===== config.mk =====
export PLATFORM = sky130hd
export DESIGN_NAME = sub_serial_s_flat
export DESIGN_NICKNAME = d
export VERILOG_FILES = /design/src/rtl/sub_serial_s_if.sv /design/src/rtl/sub_serial_s.sv /design/src/flat_wrapper.sv
export SDC_FILE = /design/constraint.sdc
export NUM_CORES = 1
export LEC_CHECK = 0
export BUFFER_PORTS_ARGS = -buffer_cell sky130_fd_sc_hd__clkbuf_2
export CAP_MARGIN = 20
export CORE_ASPECT_RATIO = 1.1
export CORE_MARGIN = 1
export CORE_UTILIZATION = 50
export CTS_BUF_LIST = sky130_fd_sc_hd__clkbuf_4 sky130_fd_sc_hd__clkbuf_8
export DETAILED_ROUTE_END_ITERATION = 16
export PLACE_DENSITY = 0.84
export SLEW_MARGIN = 30
export SYNTH_ARGS = -nofsm -noshare
export SYNTH_HDL_FRONTEND = slang
export SYNTH_SLANG_ARGS = --single-unit

===== constraint.sdc =====
create_clock -name clk -period 4 [get_ports clk]
set_clock_uncertainty 0.15 [all_clocks]
set_input_delay 0.8 -clock clk [delete_from_list [all_inputs] [get_ports clk]]
set_output_delay 0.8 -clock clk [all_outputs]
set_load 0.05 [all_outputs]

===== src/rtl/sub_serial_s_if.sv =====
// Handshake and operand bundle for the bit-serial subtractor sub_serial_s.
// The op port exists only when SUB_SERIAL_ADDSUB_EN is defined.
interface sub_serial_s_if #(parameter int WIDTH = 4);
    logic             start;
    logic [WIDTH-1:0] a;
    logic [WIDTH-1:0] b;
    logic             bin;
`ifdef SUB_SERIAL_ADDSUB_EN
    logic             op;
`endif
    logic             busy;
    logic             done;
    logic [WIDTH-1:0] d;
    logic             bout;
    logic             overflow;

    modport master (
`ifdef SUB_SERIAL_ADDSUB_EN
        output op,
`endif
        output start, a, b, bin,
        input  busy, done, d, bout, overflow
    );

    modport slave (
`ifdef SUB_SERIAL_ADDSUB_EN
        input  op,
`endif
        input  start, a, b, bin,
        output busy, done, d, bout, overflow
    );
endinterface


===== src/rtl/sub_serial_s.sv =====
// Bit-serial signed subtractor d = a - b - bin, LSB first, one bit per clock.
// Define SUB_SERIAL_ADDSUB_EN to add an op input selecting a + b + bin instead.
//
// state  | meaning
// IDLE   | waiting for start, outputs hold last result
// RUN    | processing one bit per cycle, counter = bit index
// DONE   | one-cycle done pulse; start here chains the next op
module sub_serial_s #(
    parameter int WIDTH = 4
) (
    input  logic          clk,
    input  logic          rst_n,
    sub_serial_s_if.slave bus
);
    localparam int CW = $clog2(WIDTH) + 1;

    localparam logic [1:0] S_IDLE = 2'd0;
    localparam logic [1:0] S_RUN  = 2'd1;
    localparam logic [1:0] S_DONE = 2'd2;

    localparam logic [CW-1:0] LAST_BIT = CW'(WIDTH - 1);

    logic [1:0]       state_q,  state_d;
    logic [CW-1:0]    cnt_q,    cnt_d;
    logic [WIDTH-1:0] a_sh_q,   a_sh_d;
    logic [WIDTH-1:0] b_sh_q,   b_sh_d;
    logic [WIDTH-1:0] res_q,    res_d;
    logic             br_q,     br_d;
    logic             a_msb_q,  a_msb_d;
    logic             b_msb_q,  b_msb_d;
    logic [WIDTH-1:0] d_q,      d_d;
    logic             bout_q,   bout_d;
    logic             ovf_q,    ovf_d;
`ifdef SUB_SERIAL_ADDSUB_EN
    logic             op_q,     op_d;
`endif

    logic a_bit, b_bit, diff_bit, br_next, ovf_bit;

    always_comb begin
        a_bit    = a_sh_q[0];
        b_bit    = b_sh_q[0];
        diff_bit = a_bit ^ b_bit ^ br_q;
        br_next  = (~a_bit & b_bit) | (~(a_bit ^ b_bit) & br_q);
        ovf_bit  = (a_msb_q != b_msb_q) && (diff_bit != a_msb_q);
`ifdef SUB_SERIAL_ADDSUB_EN
        // br_q doubles as the carry when adding
        if (op_q) begin
            br_next = (a_bit & b_bit) | (a_bit & br_q) | (b_bit & br_q);
            ovf_bit = (a_msb_q == b_msb_q) && (diff_bit != a_msb_q);
        end
`endif
    end

    always_comb begin
        state_d = state_q;
        cnt_d   = cnt_q;
        a_sh_d  = a_sh_q;
        b_sh_d  = b_sh_q;
        res_d   = res_q;
        br_d    = br_q;
        a_msb_d = a_msb_q;
        b_msb_d = b_msb_q;
        d_d     = d_q;
        bout_d  = bout_q;
        ovf_d   = ovf_q;
`ifdef SUB_SERIAL_ADDSUB_EN
        op_d    = op_q;
`endif
        case (state_q)
            S_IDLE, S_DONE: begin
                state_d = S_IDLE;
                if (bus.start) begin
                    state_d = S_RUN;
                    cnt_d   = '0;
                    a_sh_d  = bus.a;
                    b_sh_d  = bus.b;
                    res_d   = '0;
                    br_d    = bus.bin;
                    a_msb_d = bus.a[WIDTH-1];
                    b_msb_d = bus.b[WIDTH-1];
`ifdef SUB_SERIAL_ADDSUB_EN
                    op_d    = bus.op;
`endif
                end
            end
            S_RUN: begin
                a_sh_d = a_sh_q >> 1;
                b_sh_d = b_sh_q >> 1;
                res_d  = {diff_bit, res_q[WIDTH-1:1]};
                br_d   = br_next;
                if (cnt_q == LAST_BIT) begin
                    // Final bit: publish outputs together with the transition to DONE
                    state_d = S_DONE;
                    cnt_d   = '0;
                    d_d     = {diff_bit, res_q[WIDTH-1:1]};
                    bout_d  = br_next;
                    ovf_d   = ovf_bit;
                end else begin
                    cnt_d = cnt_q + CW'(1);
                end
            end
            default: state_d = S_IDLE;
        endcase
    end

    always_ff @(posedge clk or negedge rst_n) begin
        if (!rst_n) begin
            state_q <= S_IDLE;
            cnt_q   <= '0;
            a_sh_q  <= '0;
            b_sh_q  <= '0;
            res_q   <= '0;
            br_q    <= 1'b0;
            a_msb_q <= 1'b0;
            b_msb_q <= 1'b0;
            d_q     <= '0;
            bout_q  <= 1'b0;
            ovf_q   <= 1'b0;
`ifdef SUB_SERIAL_ADDSUB_EN
            op_q    <= 1'b0;
`endif
        end else begin
            state_q <= state_d;
            cnt_q   <= cnt_d;
            a_sh_q  <= a_sh_d;
            b_sh_q  <= b_sh_d;
            res_q   <= res_d;
            br_q    <= br_d;
            a_msb_q <= a_msb_d;
            b_msb_q <= b_msb_d;
            d_q     <= d_d;
            bout_q  <= bout_d;
            ovf_q   <= ovf_d;
`ifdef SUB_SERIAL_ADDSUB_EN
            op_q    <= op_d;
`endif
        end
    end

    assign bus.busy     = (state_q == S_RUN);
    assign bus.done     = (state_q == S_DONE);
    assign bus.d        = d_q;
    assign bus.bout     = bout_q;
    assign bus.overflow = ovf_q;
endmodule

===== src/flat_wrapper.sv =====
// flat-port wrapper written by rule: the top's interface ports become plain ports
module sub_serial_s_flat 
#(
    parameter int WIDTH = 4
)
  (clk, rst_n, bus_start, bus_a, bus_b, bus_bin, bus_busy, bus_done, bus_d, bus_bout, bus_overflow);
  sub_serial_s_if #(.WIDTH(WIDTH)) bus_i ();
  input  logic clk;
  input  logic rst_n;
  input wire logic [$bits(bus_i.start)-1:0] bus_start;
  input wire logic [$bits(bus_i.a)-1:0] bus_a;
  input wire logic [$bits(bus_i.b)-1:0] bus_b;
  input wire logic [$bits(bus_i.bin)-1:0] bus_bin;
  output wire logic [$bits(bus_i.busy)-1:0] bus_busy;
  output wire logic [$bits(bus_i.done)-1:0] bus_done;
  output wire logic [$bits(bus_i.d)-1:0] bus_d;
  output wire logic [$bits(bus_i.bout)-1:0] bus_bout;
  output wire logic [$bits(bus_i.overflow)-1:0] bus_overflow;
  assign bus_i.start = bus_start;
  assign bus_i.a = bus_a;
  assign bus_i.b = bus_b;
  assign bus_i.bin = bus_bin;
  assign bus_busy = bus_i.busy;
  assign bus_done = bus_i.done;
  assign bus_d = bus_i.d;
  assign bus_bout = bus_i.bout;
  assign bus_overflow = bus_i.overflow;
  sub_serial_s #(.WIDTH(WIDTH)) u_core (.clk(clk), .rst_n(rst_n), .bus(bus_i));
endmodule

==> results of run 1 <==
==> power groups by stage <==
stage          clock network [mW]  registers, mW  logic (mW)
6_report                    0.109          0.432       0.542
4_1_cts                     0.115          0.432       0.546
5_1_grt                     0.128          0.447       0.583
3_5_place_dp                    0          0.438       0.542
3_3_place_gp                    0          0.431       0.525
2_1_floorplan                   0          0.523       0.345
==> cell type report <==
cell class	instances	area share (%)
inverter	5	1.574
tap	28	2.938
clock inverter	1	0.4197
timing repair buffer	19	7.975
sequential	25	52.47
clock buffer	3	1.889
multi-input combinational	61	32.74
==> worst register-to-register path, cell delays in order (launching register included) <==
cell and delay [ns]:
dfrtp_1 0.42, nand2b_1 0.43, clkinv_1 0.41, nor2_4 0.29, a221o_1 0.18
==> worst max-delay path by stage <==
stage | to | slack [ns] | start
finish | bus_busy | 1.14 | u_core.state_q[0]
global route | bus_busy | 0.95 | u_core.state_q[0]
CTS | bus_busy | 1.12 | u_core.state_q[0]
detailed placement | bus_busy | 1.50 | u_core.state_q[0]
floorplan | bus_done | 1.97 | u_core.state_q[0]
global placement | bus_busy | 1.53 | u_core.state_q[0]
==> cell usage in the layout, fill, tap and decap left out, types with 2 or more instances in the layout <==
cell type | synthesis | routed
a22o_1 | 6 | 6
a31oi_1 | 6 | 6
clkbuf_2 | 0 | 19
clkbuf_4 | 0 | 3
dfrtp_1 | 25 | 25
inv_1 | 4 | 4
mux2_2 | 5 | 5
nand2_1 | 21 | 21
nand2b_1 | 3 | 3
nor2_1 | 7 | 7
o21ai_0 | 2 | 2
==> sequential cells by signal, indices dropped and copies added, names as in the netlist <==
name                 cells
u_core.b_msb_q           1
u_core.bus.d             4
u_core.res_q             3
u_core.bus.overflow      1
u_core.state_q           2
u_core.br_q              1
u_core.b_sh_q            4
u_core.cnt_q             3
u_core.a_sh_q            4
u_core.bus.bout          1
u_core.a_msb_q           1
==> cell usage after synthesis <==
cell type  instances
clkbuf_1           2
buf_6              1
a22o_1             6
mux2i_1            1
nor2_4             1
fa_1               1
nor2b_1            1
nor3_4             1
nand2b_1           3
and2b_1            1
nor2_1             7
dfrtp_1           25
nand2_1           21
a31oi_1            6
ha_1               1
mux2_2             5
clkinv_1           1
o22ai_1            1
o21ai_0            2
nand3_1            1
a221o_1            1
inv_1              4
a21oi_1            1
buf_2              1
==> stage by stage <==
| step | total power [mW] | setup slack, ns | std cells | util (%) | hold slack, ns |
|---|---|---|---|---|---|
| 2_1_floorplan | 0.8679 | 1.973 | 95 | - | 0.3093 |
| 3_3_place_gp | 0.9562 | 1.533 | 138 | 58.26 | 0.3318 |
| 3_5_place_dp | 0.9801 | 1.499 | 138 | 58.26 | 0.3333 |
| 4_1_cts | 1.093 | 1.123 | 142 | 59.64 | 0.3244 |
| 5_1_grt | 1.157 | 0.9451 | 142 | 59.64 | 0.3228 |
| 6_report | 1.083 | 1.139 | 142 | 59.64 | 0.3065 |
==> kinds of logic (layout without fill, tap and decap cells) <==
family | after synthesis | count (layout) | share of synthesized area, %
and+or+nand+nor | 36 | 36 | 16.08
adders and majority gates | 2 | 2 | 3.073
buffers and inverters | 9 | 28 | 4.018
DFF | 25 | 25 | 59.10
muxes | 6 | 6 | 6.264
AOI/OAI and AO/OA | 17 | 17 | 11.47
==> metal layers <==
layer,up-vias,GRT usage [%],part of all wire [%]
met4,0,10.29,1.2
li1,356,-,-
met5,-,0,0
met2,12,29.34,51
met1,373,21.77,46
met3,2,4.317,2.1
==> flow_summary.json, run 1 <==
{
  "min_path_type": "input pin to asynchronous set/reset pin",
  "htreeDepth": 1,
  "fmax_mhz": 349.5,
  "yosys-top-cells-area": "dfrtp_1, nand2_1, mux2_2",
  "yosys.area.top_type": "dfrtp_1",
  "grt_pass1_wl_mm": 2.967,
  "p_clk_share_pct": 10.1,
  "cts-hold-fix-buffers": 0,
  "crit_cells": 3,
  "cts_root_buffer": "clkbuf_4",
  "p_comb_share_pct": 50.0,
  "slowest_delay_ns": 0.43,
  "coreArea_sq_mm": 0.001999,
  "final_nets": 129,
  "synth_seq_area_share_pct": 59.10,
  "slowest_stage": "nand2b_1",
  "dr.pass1.iters": 6,
  "post-cts-setup-buffers": 0,
  "syn_area_sq_mm": 0.001059,
  "maxSlewHeadroom_pct": 60.62,
  "numClockSinks": 25,
  "rsz0062_at_grt": "no",
  "r2r_slack_ns": 2.06,
  "synth_warnings": 0,
  "max-cap-violations": 0,
  "cts_made_buffers": 3,
  "drtIter0Drc": 19,
  "clock_latency_ns": 0.31,
  "crit_type": "flip-flop to primary output",
  "ys_ff_latch": 25,
  "worst_pin_slew_ns": 0.5908,
  "peakVddDrop_mv": 0.4544,
  "crit_buf_inv": 2,
  "finalSetupViolations": 0,
  "diodes": 0,
  "cp_max_fo": 16,
  "period_share_pct": 71.53,
  "place_hpwl_mm": 1.317,
  "worstPathRequired_ns": 3.05,
  "clkSlewWorstSetupHoldPaths_ns": 0.13,
  "synth.avg_cell_area_sq_um": 11.14,
  "synthesis.instances": 95,
  "p_int_mw": 0.5941,
  "grtUsageTotal_pct": 18.30,
  "placementRows": 17,
  "drive_gt1_share_pct": 26.32,
  "cp.arrival_ns": 1.91,
  "start_kind": "flip-flop",
  "gp_congestion": 0.7512,
  "outcome": "finished clean",
  "grt_pass1_vias": 684,
  "worstReg2RegStart": "u_core.state_q[0]",
  "path_delay_family": "buffers and inverters",
  "place_area_sq_mm": 0.001165,
  "ant_nets": 0,
  "antenna_found_initial": 0,
  "reg2reg_depth": 4,
  "n_fill_cell": 185,
  "die_y_um": 50.26,
  "synth_top_area_share_pct": 59.10,
  "initial_utilization_pct": 52.94,
  "multi_input_area_sq_um": 390.4,
  "vias": 743,
  "ys_types": 24,
  "finalCriticalPeriod_ns": 2.861,
  "cts_resized": 0,
  "fin_setup_tns_ns": 0,
  "grt_start_max_net_pins": 26,
  "crit_chain": "nand2b_1 -> clkinv_1 -> clkbuf_2",
  "ioPinCount": 20,
  "area_growth_syn_to_layout_pct": 12.65,
  "hold_viol_final": 0,
  "timing.final.max_slew_violations": 0,
  "wire_per_inst_um": 12.51,
  "seqPwrFrac_pct": 39.9,
  "rr_endpoint": "u_core.br_q",
  "clock_path_buffers": 2,
  "drc": 0,
  "p_sw_mw": 0.4889,
  "die_area_sq_mm": 0.002305,
  "syn-num-nets": 109,
  "cts_tree": "done",
  "design_area_sq_mm": 0.001192,
  "die_x_um": 45.87,
  "post_drt_via_cell_ratio": 5.232,
  "gr-total-overflow": 0,
  "cellPowerDensity_mw_per_mm2": 908.3,
  "regArea_sq_um": 625.6,
  "swShare_pct": 45.14,
  "wl_mm": 1.776,
  "buffer_ports.inserted": 19,
  "cp-end-kind": "primary output",
  "cellLeakagePower_nw": 0.5892
}
Power figures use the tool's default switching activity.
==> run 2, diff against run 1 <==
clock period = 2.7 ns   (was 4 ns; I/O delays follow)
==> run 2 against run 1 <==
  * Clock-buffer cell count is the same
  * Die area unchanged
  * Total power grew 50%
  * Global-route usage up 0.59 points
  * Flip-flop and latch count did not move
  * Core utilization up 0.38 points
  * Combinational power rose by 51%
  * Clock power rose by 52%
==> flow_summary.json, run 2 (synthesis gave the netlist of run 1 again) <==
{
  "outcome": "finished clean",
  "cts-hold-fix-buffers": 0,
  "cp_max_fo": 16,
  "final_nets": 130,
  "fin_setup_tns_ns": 0,
  "p_total_mw": 1.624,
  "dr.pass1.iters": 10,
  "min_path_type": "input pin to asynchronous set/reset pin",
  "die_x_um": 45.87,
  "grt_pass1_vias": 710,
  "final_cell_mix": "dfrtp_1, nand2_1, clkbuf_2",
  "clock_latency_ns": 0.32,
  "drtIter0Drc": 33,
  "use_met3_pct": 3.597,
  "place_hpwl_mm": 1.323,
  "grt_busiest_layer": "met2",
  "wire_per_inst_um": 12.74,
  "maxSlewHeadroom_pct": 60.35,
  "gr-total-overflow": 0,
  "cts_made_buffers": 3,
  "peakVddDrop_mv": 0.6221,
  "die_area_sq_mm": 0.002305,
  "clkSlewWorstSetupHoldPaths_ns": 0.13,
  "pre_cts_ws_ns": 0.7693,
  "initial_utilization_pct": 52.94,
  "clock_path_buffers": 2,
  "use_met1_pct": 24.64,
  "grt_start_max_net_pins": 26,
  "finalSetupViolations": 0,
  "timing.final.max_slew_violations": 0,
  "antenna_found_initial": 0,
  "grt_use_met2_pct": 29.58,
  "post-cts-setup-buffers": 0,
  "cp-end-kind": "primary output",
  "placed_cells": 139,
  "finalCriticalPeriod_ns": 2.283,
  "die_y_um": 50.26,
  "cellLeakagePower_nw": 0.5941,
  "grt_pass1_wl_mm": 3.091,
  "worstReg2RegStart": "u_core.br_q",
  "fin_cells": 143,
  "crit_type": "flip-flop to primary output",
  "numClockSinks": 25,
  "coreArea_sq_mm": 0.001999,
  "diodes": 0,
  "area_growth_syn_to_layout_pct": 13.36,
  "cts_root_buffer": "clkbuf_4",
  "period_share_pct": 84.55,
  "wl_mm": 1.822,
  "cts_resized": 0,
  "cts_tree": "done",
  "fmax_mhz": 438.0,
  "final_common_cell": "dfrtp_1",
  "grtUsageTotal_pct": 18.88,
  "cp.arrival_ns": 1.59,
  "worstPathRequired_ns": 2.01,
  "ioPinCount": 20,
  "post_drt_via_cell_ratio": 5.133,
  "gp_congestion": 0.7261,
  "worst_pin_slew_ns": 0.5947,
  "ant_nets": 0,
  "vias": 734,
  "htreeDepth": 1,
  "drc": 0,
  "n_fill_cell": 185,
  "fin_util_pct": 60.01,
  "drive_gt1_share_pct": 26.96,
  "rsz0062_at_grt": "no",
  "max-cap-violations": 0,
  "placementRows": 17,
  "cellPowerDensity_mw_per_mm2": 1353,
  "setup_ws_ns": 0.4171,
  "cp-startpoint": "u_core.state_q[0]",
  "buffer_ports.inserted": 19,
  "start_kind": "flip-flop",
  "hold_viol_final": 0
}
run 2: final cells by class:
class | instances | area [sq um] | area share [%]
timing repair buffer | 20 | 102.6 | 8.551
clock buffer | 3 | 22.52 | 1.877
clock inverter | 1 | 5.005 | 0.4171
multi-input combinational | 61 | 390.4 | 32.53
inverter | 5 | 18.77 | 1.564
tap | 28 | 35.03 | 2.920
sequential | 25 | 625.6 | 52.14
run 2: through the flow:
step | hold slack, ns | cell area (sq um)
after floorplan | 0.09441 | 1059
after detailed placement | 0.3370 | 1172
after CTS | 0.06577 | 1200
after global routing | 0.06827 | 1200
final | 0.04640 | 1200
after global placement | 0.3333 | 1172
run 2: layer usage:
| layer | share of wire [%] | wire length (um) |
|---|---|---|
| met5 | 0 | 0 |
| met4 | 2.0 | 36 |
| met3 | 4.8 | 87 |
| met2 | 48 | 883 |
| met1 | 45 | 814 |
run 2: final timing paths:
path	endpoint	slack, ns	cells past startpoint
worst max register to register	u_core.bus.overflow	0.96	4
worst max-delay path	bus_busy	0.42	4
max in group asynchronous	u_core.br_q	1.97	1
min in group clk	u_core.b_msb_q	0.28	3
worst min-delay path	u_core.bus.d[3]	0.05	1
worst min register to register	u_core.res_q[1]	0.36	1
run 2: report_power, final:
group,switching (mW),internal (mW)
Combinational,0.527,0.290
Clock,0.110,0.0555
Sequential,0.0955,0.545
Total,0.733,0.890
run 2: worst max-delay path, cell delays in order (launching register included):
cell	delay, ns
dfrtp_1	0.42
nand2b_1	0.08
buf_4	0.20
clkinv_1	0.25
clkbuf_2	0.31
